File: src/rtl/rom_cpu.sv
// Fixed 16 x 8 program/data ROM for the teaching CPU, with a registered read port.
// Each byte is opcode[7:4] / operand[3:0]; contents are the built-in program image.
module rom_cpu (
  input  logic       clk,
  input  logic       rst,
  input  logic [3:0] Address,
  output logic [7:0] Output
);

  logic [7:0] w_rom_data;
  logic [7:0] r_output;

  // Program image; every address is populated so no default value is ever observed.
  always_comb begin
    w_rom_data = 8'h00;
    case (Address)
      4'd0:  w_rom_data = 8'h1E;
      4'd1:  w_rom_data = 8'h2F;
      4'd2:  w_rom_data = 8'h3D;
      4'd3:  w_rom_data = 8'h4C;
      4'd4:  w_rom_data = 8'h5B;
      4'd5:  w_rom_data = 8'hA7;
      4'd6:  w_rom_data = 8'h60;
      4'd7:  w_rom_data = 8'h70;
      4'd8:  w_rom_data = 8'h80;
      4'd9:  w_rom_data = 8'h90;
      4'd10: w_rom_data = 8'h00;
      4'd11: w_rom_data = 8'h00;
      4'd12: w_rom_data = 8'h00;
      4'd13: w_rom_data = 8'h05;
      4'd14: w_rom_data = 8'h03;
      4'd15: w_rom_data = 8'h02;
      default: w_rom_data = 8'h00;
    endcase
  end

  // Reset wins over the read so the CPU starts from a known NOP-like byte.
  always_ff @(posedge clk) begin
    if (rst) begin
      r_output <= 8'h00;
    end else begin
      r_output <= w_rom_data;
    end
  end

  assign Output = r_output;

endmodule

File: config.mk
export PLATFORM = sky130hd
export DESIGN_NAME = rom_cpu
export DESIGN_NICKNAME = d
export VERILOG_FILES = /design/src/rtl/rom_cpu.sv
export SDC_FILE = /design/constraint.sdc
export NUM_CORES = 1
export LEC_CHECK = 0
export ABC_AREA = 0
export CORE_MARGIN = 2
export CORE_UTILIZATION = 25
export DETAILED_ROUTE_END_ITERATION = 8
export GPL_ROUTABILITY_DRIVEN = 0
export PLACE_DENSITY = 0.46
export SYNTH_ARGS = -nofsm -noshare
export SYNTH_HDL_FRONTEND = slang
export SYNTH_SLANG_ARGS = --single-unit
File: constraint.sdc
create_clock -name clk -period 1.29 [get_ports clk]
set_clock_uncertainty 0.1 [all_clocks]
set_input_delay 0.129 -clock clk [delete_from_list [all_inputs] [get_ports clk]]
set_output_delay 0.129 -clock clk [all_outputs]
set_load 0.02 [all_outputs]
==> flow_metrics.tcl, run 1 <==
set metrics [dict create \
    die_w_um 44.5 \
    setup-violations-final 0 \
    portBuffers 13 \
    io_pins 14 \
    critPathRequiredTime_ns 1.36 \
    finalWirelength_um 855 \
    final_antenna_net_count 0 \
    drv_cap 0 \
    min_to "Output[6]" \
    power.leakage_nw 0.315 \
    seq_power_share 0.441 \
    grt_setup_unrepaired "false" \
    start_kind "input port" \
    antennaDiodeCount 0 \
    nets 78 \
    hp-start "Address[0]" \
    core_mm2 0.00152 \
    syn_nets 53 \
    switching_share 0.265 \
    cp_max_fo 3 \
    netlist_area_um2 410 \
    fillers 161 \
    cts_tree "built" \
    clock_sinks 8 \
    hpwl_um 670 \
    final.min_clock_period_ns 1.23 \
    grt_pass1_vias 331 \
    status "completed" \
    via_count 358 \
    ys_seq_area_frac 0.390 \
    maxSlewViolCount 0 \
    peakVddDrop_v 0.000389 \
    drive_gt1_frac 0.292 \
    yosysTopAreaCell "dfxtp_1" \
    overflow 0 \
    dr.pass1.iters 3 \
    setup_slack_ns 0.0609 \
    worstSetupPathType "input port to flip-flop" \
    p_switching_w 0.000158 \
    power_w 0.000598 \
    via_per_inst 4.42 \
    cts_hold_buf 0 \
    yosys-top-cells-area "dfxtp_1 39%, ha_1 15%, nand2b_1 6.1%" \
    antenna_found_initial 0 \
    detail_route.wl_per_cell_um 10.6 \
    largest_reg_flops 8 \
    crit_arrival_ns 1.29 \
    clock-root-buffer "clkbuf_4" \
    fin_crit_sh 0.953 \
    drtIter0Drc 3 \
    grt_usage 0.111 \
    die_area_mm2 0.00198 \
    synth_cell_type_count 20 \
    clk_path_buf_depth 2 \
    post-place-cells 78 \
    syn_to_final_growth_pct 58.5 \
    clk_pin_slew_worst_paths_ns 0.06 \
    cts-buffers-inserted 3 \
    die_h_um 44.5 \
    max_freq_mhz 814 \
    syn_inst 42 \
    yosys_register_bits 8 \
    synth_warnings 0 \
    placed_area_um2 613 \
    p_int_w 0.000440 \
    post-cts-setup-buffers 0 \
    fin_area_um2 651 \
    fin_util 0.427 \
    grt_max_degree 9 \
    avgSynthCellArea_um2 9.77 \
    htree_levels 1 \
    grt_pass1_wl_um 1490 \
    critPathCaptureType "flip-flop" \
    power_density_mw_per_mm2 920 \
    hold_viol 0 \
    worst_pin_slew_ns 0.271 \
    slew_headroom 0.819 \
    yosysTopAreaCellShare 0.390 \
    p_comb_frac 0.236 \
    pre_cts_ws_ns -0.338 \
    clock_power_share 0.323 \
    rows 14 \
    hp-class "input port to flip-flop" \
    start_util 0.269 \
    hold_depth 4 \
    drc 0 \
    finalNonFillerCells 81 \
]
## metal layers
layer / track usage / wire [um] / vias up
met5: 0 / 0 / -
met4: 0.109 / 14 / 0
met3: 0.0245 / 25 / 2
met2: 0.145 / 393 / 8
met1: 0.145 / 422 / 156
li1: - / - / 192
## cells in the mapped netlist
cell / n
dfxtp_1: 8
a311oi_1: 1
o32ai_1: 1
clkbuf_1: 1
mux2i_1: 1
a21oi_1: 3
inv_1: 4
or3b_1: 1
nand3_1: 1
a211oi_1: 2
a21boi_2: 1
nor3_1: 2
nand2b_1: 4
a211o_1: 1
buf_6: 1
ha_1: 5
buf_4: 1
or2_1: 2
nand3b_1: 1
nand2_1: 1
## final cells by class
class,instances,area (um^2),area share
flip-flops and latches,8,160,0.246
multi-input cells,27,235,0.362
repair buffers,23,198,0.304
well taps,16,20.0,0.0308
clock buffers,3,22.5,0.0346
inverters,4,15.0,0.0231
## placed cells by master (no fill, tap or decap), types with 2 or more instances in the layout
| master | count |
|---|---|
| ha_1 | 4 |
| a21oi_1 | 3 |
| buf_4 | 10 |
| dfxtp_1 | 8 |
| inv_1 | 2 |
| clkdlybuf4s50_1 | 4 |
| nand2b_1 | 4 |
| inv_2 | 2 |
| or2_1 | 2 |
| dlygate4sd2_1 | 8 |
| clkbuf_4 | 3 |
## worst max-delay path: stages
cell and delay, ns:
clkdlybuf4s50_1 0.49, inv_2 0.06, ha_4 0.22, a211o_1 0.28
o32ai_1 0.11
## what timing repair did
action	CTS	global route
pin swaps	0	1
resized for setup	9	5
setup endpoints to repair	9	2
## power groups by stage
| stage | clock network, W | logic [W] | registers (W) |
|---|---|---|---|
| 5_1_grt | 0.000218 | 0.000158 | 0.000265 |
| 3_5_place_dp | 0 | 0.000144 | 0.000270 |
| 2_1_floorplan | 0 | 0.0000518 | 0.000288 |
| 4_1_cts | 0.000203 | 0.000139 | 0.000264 |
| 6_report | 0.000194 | 0.000141 | 0.000264 |
| 3_3_place_gp | 0 | 0.000145 | 0.000269 |
## worst max path at each step
stage | start | endpoint | slack [ns]
floorplan | Address[0] | Output[4] | 0.21
global placement | Address[0] | Output[4] | -0.32
detailed placement | Address[0] | Output[4] | -0.34
CTS | Address[0] | Output[4] | 0.008
global route | Address[1] | Output[4] | 0.0005
finish | Address[1] | Output[4] | 0.06
## through the flow
stage | setup TNS, ns | hold WS [ns]
floorplan | 0 | 0.186
global placement | -1.23 | 0.776
detailed placement | -1.18 | 0.742
CTS | 0 | 0.486
global route | 0 | 0.299
finish | 0 | 0.248
## kinds of logic (layout without fill, tap and decap cells)
kind of cell	after synthesis	after routing	share of synthesized area
multiplexers	1	1	0.0244
flip-flops	8	8	0.390
AND/OR/NAND/NOR	12	12	0.177
buffers and inverters	7	30	0.0914
adder cells (fa/ha/maj)	5	5	0.152
AO/OA/AOI/OAI	9	9	0.165
Note: power is estimated with default switching activity, not from simulation.
==> run 2: changes to the inputs <==
--- a/config.mk
+++ b/config.mk
@@ -6,11 +6,14 @@
 export NUM_CORES = 1
 export LEC_CHECK = 0
 export ABC_AREA = 0
+export CELL_PAD_IN_SITES_DETAIL_PLACEMENT = 1
+export CELL_PAD_IN_SITES_GLOBAL_PLACEMENT = 1
 export CORE_MARGIN = 2
 export CORE_UTILIZATION = 25
 export DETAILED_ROUTE_END_ITERATION = 8
 export GPL_ROUTABILITY_DRIVEN = 0
-export PLACE_DENSITY = 0.46
+export PLACE_DENSITY = 0.59
+export SKIP_CTS_REPAIR_TIMING = 1
 export SYNTH_ARGS = -nofsm -noshare
 export SYNTH_HDL_FRONTEND = slang
 export SYNTH_SLANG_ARGS = --single-unit
==> run 2 against run 1 <==
Against the previous run:
- final cell count down 2.5%
- non-clock buffer count fell by 2
- power about the same
- sequential power barely moved
- count of clock-buffer cells in the layout stayed put
- utilization increased by 0.99 points
==> flow_metrics.tcl, run 2 (synthesized netlist as in run 1, its figures left out) <==
set metrics [dict create \
    status "completed" \
    hp-start "Address[0]" \
    syn_to_final_growth_pct 62.2 \
    die_h_um 44.5 \
    start_kind "input port" \
    maxSlewViolCount 0 \
    fin_area_um2 666 \
    cts-buffers-inserted 3 \
    dr.pass1.iters 2 \
    antennaDiodeCount 0 \
    grt_pass1_wl_um 1560 \
    drv_cap 0 \
    drtIter0Drc 1 \
    overflow 0 \
    io_pins 14 \
    detail_route.wl_per_cell_um 11.6 \
    grt_usage 0.114 \
    crit_chain "clkdlybuf4s50_1 > inv_2 > buf_4 > ha_1 > nor3_2 > o32ai_1" \
    clock_sinks 8 \
    setup_slack_ns 0.0301 \
    start_util 0.269 \
    hold_depth 4 \
    critPathRequiredTime_ns 1.32 \
    critPathCaptureType "flip-flop" \
    placed_area_um2 598 \
    hp-class "input port to flip-flop" \
    via_count 374 \
    grt_max_degree 9 \
    core_mm2 0.00152 \
    hpwl_um 696 \
    fin_util 0.437 \
    htree_levels 1 \
    crit_family "buffers and inverters" \
    max_stage_delay_ns 0.49 \
    max_freq_mhz 794 \
    pre_cts_ws_ns -0.367 \
    finalWirelength_um 916 \
    cp_max_fo 3 \
    final_cell_mix "9 x dlymetal6s2s_1, 8 x dfxtp_1, 8 x buf_4" \
    cpMaxStageDelayCell "clkdlybuf4s50_1" \
    drive_gt1_frac 0.270 \
    min_to "Output[6]" \
    power.leakage_nw 0.402 \
    largest_reg_flops 8 \
    final.min_clock_period_ns 1.26 \
    power_density_mw_per_mm2 899 \
    setup-violations-final 0 \
    clk_pin_slew_worst_paths_ns 0.05 \
    rows 14 \
    cts_tree "built" \
    antenna_found_initial 0 \
    via_per_inst 4.73 \
    drc 0 \
    worstSetupPathType "input port to flip-flop" \
    power_w 0.000599 \
    clk_path_buf_depth 2 \
    mostFrequentLayoutCell "dlymetal6s2s_1" \
    clock-root-buffer "clkbuf_4" \
    worst_pin_slew_ns 0.279 \
    portBuffers 13 \
    slew_headroom 0.814 \
    final_antenna_net_count 0 \
    cp.buffers_inverters 3 \
    nets 76 \
    peakVddDrop_v 0.000331 \
    die_area_mm2 0.00198 \
    grt_pass1_vias 361 \
    crit_arrival_ns 1.29 \
    whs_ns 0.268 \
    hold_viol 0 \
    fin_crit_sh 0.977 \
    die_w_um 44.5 \
]
==> run 2: cell count changes in the layout (fill, tap and decap cells not counted) <==
| cell | change |
|---|---|
| dlymetal6s2s_1 | +8 |
| buf_4 | -2 |
| dlygate4sd2_1 | -8 |
==> run 2: metrics by stage <==
step                      std cells  setup TNS (ns)
after floorplan                  42               0
after global placement           76           -1.20
after detailed placement         76           -1.29
after CTS                        79          -0.874
after global routing             79         -0.0303
final                            79               0
==> run 2: worst max path at each step <==
stage                          start         to  depth (start not counted)
after floorplan           Address[0]  Output[4]                          4
after global placement    Address[0]  Output[4]                          5
after detailed placement  Address[0]  Output[4]                          5
after CTS                 Address[0]  Output[4]                          5
after global routing      Address[1]  Output[4]                          6
final                     Address[1]  Output[4]                          6
==> run 2: layer usage <==
metal	part of all wire	vias to the layer above	track usage
met4	0.035	0	0.109
li1	-	187	-
met2	0.50	11	0.174
met5	0	-	0
met3	0.050	4	0.0245
met1	0.41	172	0.130
==> run 2: report_power, final <==
group / internal, W / total [W] / switching (W)
Clock: 0.000106 / 0.000189 / 0.0000826
Sequential: 0.000261 / 0.000264 / 0.00000230
Combinational: 0.0000758 / 0.000146 / 0.0000704
==> run 2: final cells by class <==
cell class              count  area, um^2
clock buffers               3        22.5
flip-flops and latches      8         160
well taps                  16        20.0
multi-input cells          27         235
repair buffers             21         213
inverters                   4        15.0
fillers                   171         858
==> run 3: changes to the inputs <==
--- a/config.mk
+++ b/config.mk
@@ -10,9 +10,11 @@
 export CELL_PAD_IN_SITES_GLOBAL_PLACEMENT = 1
 export CORE_MARGIN = 2
 export CORE_UTILIZATION = 25
+export CTS_CLUSTER_SIZE = 28
 export DETAILED_ROUTE_END_ITERATION = 8
 export GPL_ROUTABILITY_DRIVEN = 0
 export PLACE_DENSITY = 0.59
+export RECOVER_POWER = 100
 export SKIP_CTS_REPAIR_TIMING = 1
 export SYNTH_ARGS = -nofsm -noshare
 export SYNTH_HDL_FRONTEND = slang
==> run 3 against run 2 <==
Against the previous run:
- sequential power about the same
- sequential share of layout area grew 3.1 points
- fmax about the same
- clock power hardly changed
- count of clock-buffer cells in the layout is the same
- die area stayed put
- design area shrank 11%
- via count is 0.27% higher
- utilization fell by 4.9 points
- highest routed layer unchanged
==> flow_metrics.tcl, run 3 (synthesized netlist as in run 1, its figures left out) <==
set metrics [dict create \
    rows 14 \
    pre_cts_ws_ns -0.367 \
    io_pins 14 \
    start_util 0.269 \
    status "completed" \
    grt_pass1_wl_um 1560 \
    cts_tree "built" \
    detail_route.wl_per_cell_um 11.9 \
    core_mm2 0.00152 \
    peakVddDrop_v 0.000339 \
    via_per_inst 4.75 \
    grt_usage 0.114 \
    largest_reg_flops 8 \
    final.setup.tns_ns 0 \
    max_freq_mhz 794 \
    hpwl_um 696 \
    final_cell_mix "8 x dfxtp_1, 8 x clkbuf_1, 8 x buf_4" \
    final_antenna_net_count 0 \
    die_area_mm2 0.00198 \
    cts-buffers-inserted 3 \
    final.min_clock_period_ns 1.26 \
    grt_max_degree 9 \
    syn_to_final_growth_pct 43.9 \
    nets 76 \
    antennaDiodeCount 0 \
    clock_sinks 8 \
    portBuffers 13 \
    slew_headroom 0.800 \
    clock-root-buffer "clkbuf_4" \
    hp-class "input port to flip-flop" \
    antenna_found_initial 0 \
    critPathRequiredTime_ns 1.32 \
    clock_power_share 0.324 \
    drv_cap 0 \
    htree_levels 1 \
    hold_viol 0 \
    die_w_um 44.5 \
    crit_chain "clkdlybuf4s50_1 > inv_2 > buf_4 > ha_1 > nor3_2 > o32ai_1" \
    clk_pin_slew_worst_paths_ns 0.05 \
    power.leakage_nw 0.256 \
    worstSetupPathType "input port to flip-flop" \
    p_comb_frac 0.224 \
    hold_depth 4 \
    critPathCaptureType "flip-flop" \
    worst_pin_slew_ns 0.299 \
    setup_slack_ns 0.0302 \
    crit_arrival_ns 1.29 \
    p_switching_w 0.000156 \
    setup-violations-final 0 \
    cp.buffers_inverters 3 \
    seq_power_share 0.452 \
    cp_max_fo 3 \
    cpMaxStageDelayCell "clkdlybuf4s50_1" \
    hp-start "Address[0]" \
    switching_share 0.266 \
    start_kind "input port" \
    drc 0 \
    power_density_mw_per_mm2 989 \
    dr.pass1.iters 2 \
    crit_family "buffers and inverters" \
    die_h_um 44.5 \
    clk_path_buf_depth 2 \
    fin_crit_sh 0.977 \
    maxSlewViolCount 0 \
    grt_pass1_vias 361 \
    min_to "Output[6]" \
    overflow 0 \
    finalWirelength_um 938 \
    drtIter0Drc 1 \
    max_stage_delay_ns 0.49 \
    p_int_w 0.000429 \
    drive_gt1_frac 0.254 \
    via_count 375 \
]
-- run 3: cell count changes in the layout (fill, tap and decap cells not counted) --
cell | before | now
a211oi_1 | 1 | 2
dlymetal6s2s_1 | 9 | 1
clkbuf_1 | 0 | 8
a211oi_2 | 1 | 0
-- run 3: area by class of cell --
| class | count | area, um^2 |
|---|---|---|
| Clock buffer | 3 | 22.5 |
| Fill cell | 185 | 933 |
| Multi-Input combinational cell | 27 | 230 |
| Sequential cell | 8 | 160 |
| Inverter | 4 | 15.0 |
| Tap cell | 16 | 20.0 |
| Timing Repair Buffer | 21 | 143 |
-- run 3: worst max-delay path by stage --
| stage | from | endpoint | cells after the start |
|---|---|---|---|
| 5_1_grt | Address[1] | Output[4] | 6 |
| 3_5_place_dp | Address[0] | Output[4] | 5 |
| 4_1_cts | Address[0] | Output[4] | 5 |
| 2_1_floorplan | Address[0] | Output[4] | 4 |
| 3_3_place_gp | Address[0] | Output[4] | 5 |
| 6_report | Address[1] | Output[4] | 6 |
-- run 3: per-layer routing --
metal,vias up,GRT usage,wire (um)
li1,187,-,-
met1,173,0.130,394
met2,11,0.174,460
met3,4,0.0245,51
met4,0,0.109,32
met5,-,0,0
-- run 3: power groups by stage --
stage | combinational (W) | clock [W] | sequential (W)
final | 0.000131 | 0.000189 | 0.000264
after global routing | 0.000145 | 0.000215 | 0.000265
after CTS | 0.000141 | 0.000198 | 0.000264
after detailed placement | 0.000141 | 0 | 0.000270
after global placement | 0.000140 | 0 | 0.000270
after floorplan | 0.0000518 | 0 | 0.000288
-- run 3: worst min-delay path, cell delays in order --
cell and delay, ns:
dlymetal6s2s_1 0.12, buf_4 0.14, mux2i_1 0.07, nor3_1 0.11
-- run 3: stage by stage --
| step | utilization | power (W) | std cells | hold slack, ns | cell area [um^2] |
|---|---|---|---|---|---|
| after floorplan | - | 0.000340 | 42 | 0.186 | 410 |
| after global placement | 0.392 | 0.000410 | 76 | 0.720 | 598 |
| after detailed placement | 0.392 | 0.000410 | 76 | 0.716 | 598 |
| after CTS | 0.407 | 0.000604 | 79 | 0.449 | 621 |
| after global routing | 0.388 | 0.000626 | 79 | 0.362 | 591 |
| final | 0.388 | 0.000584 | 79 | 0.268 | 591 |
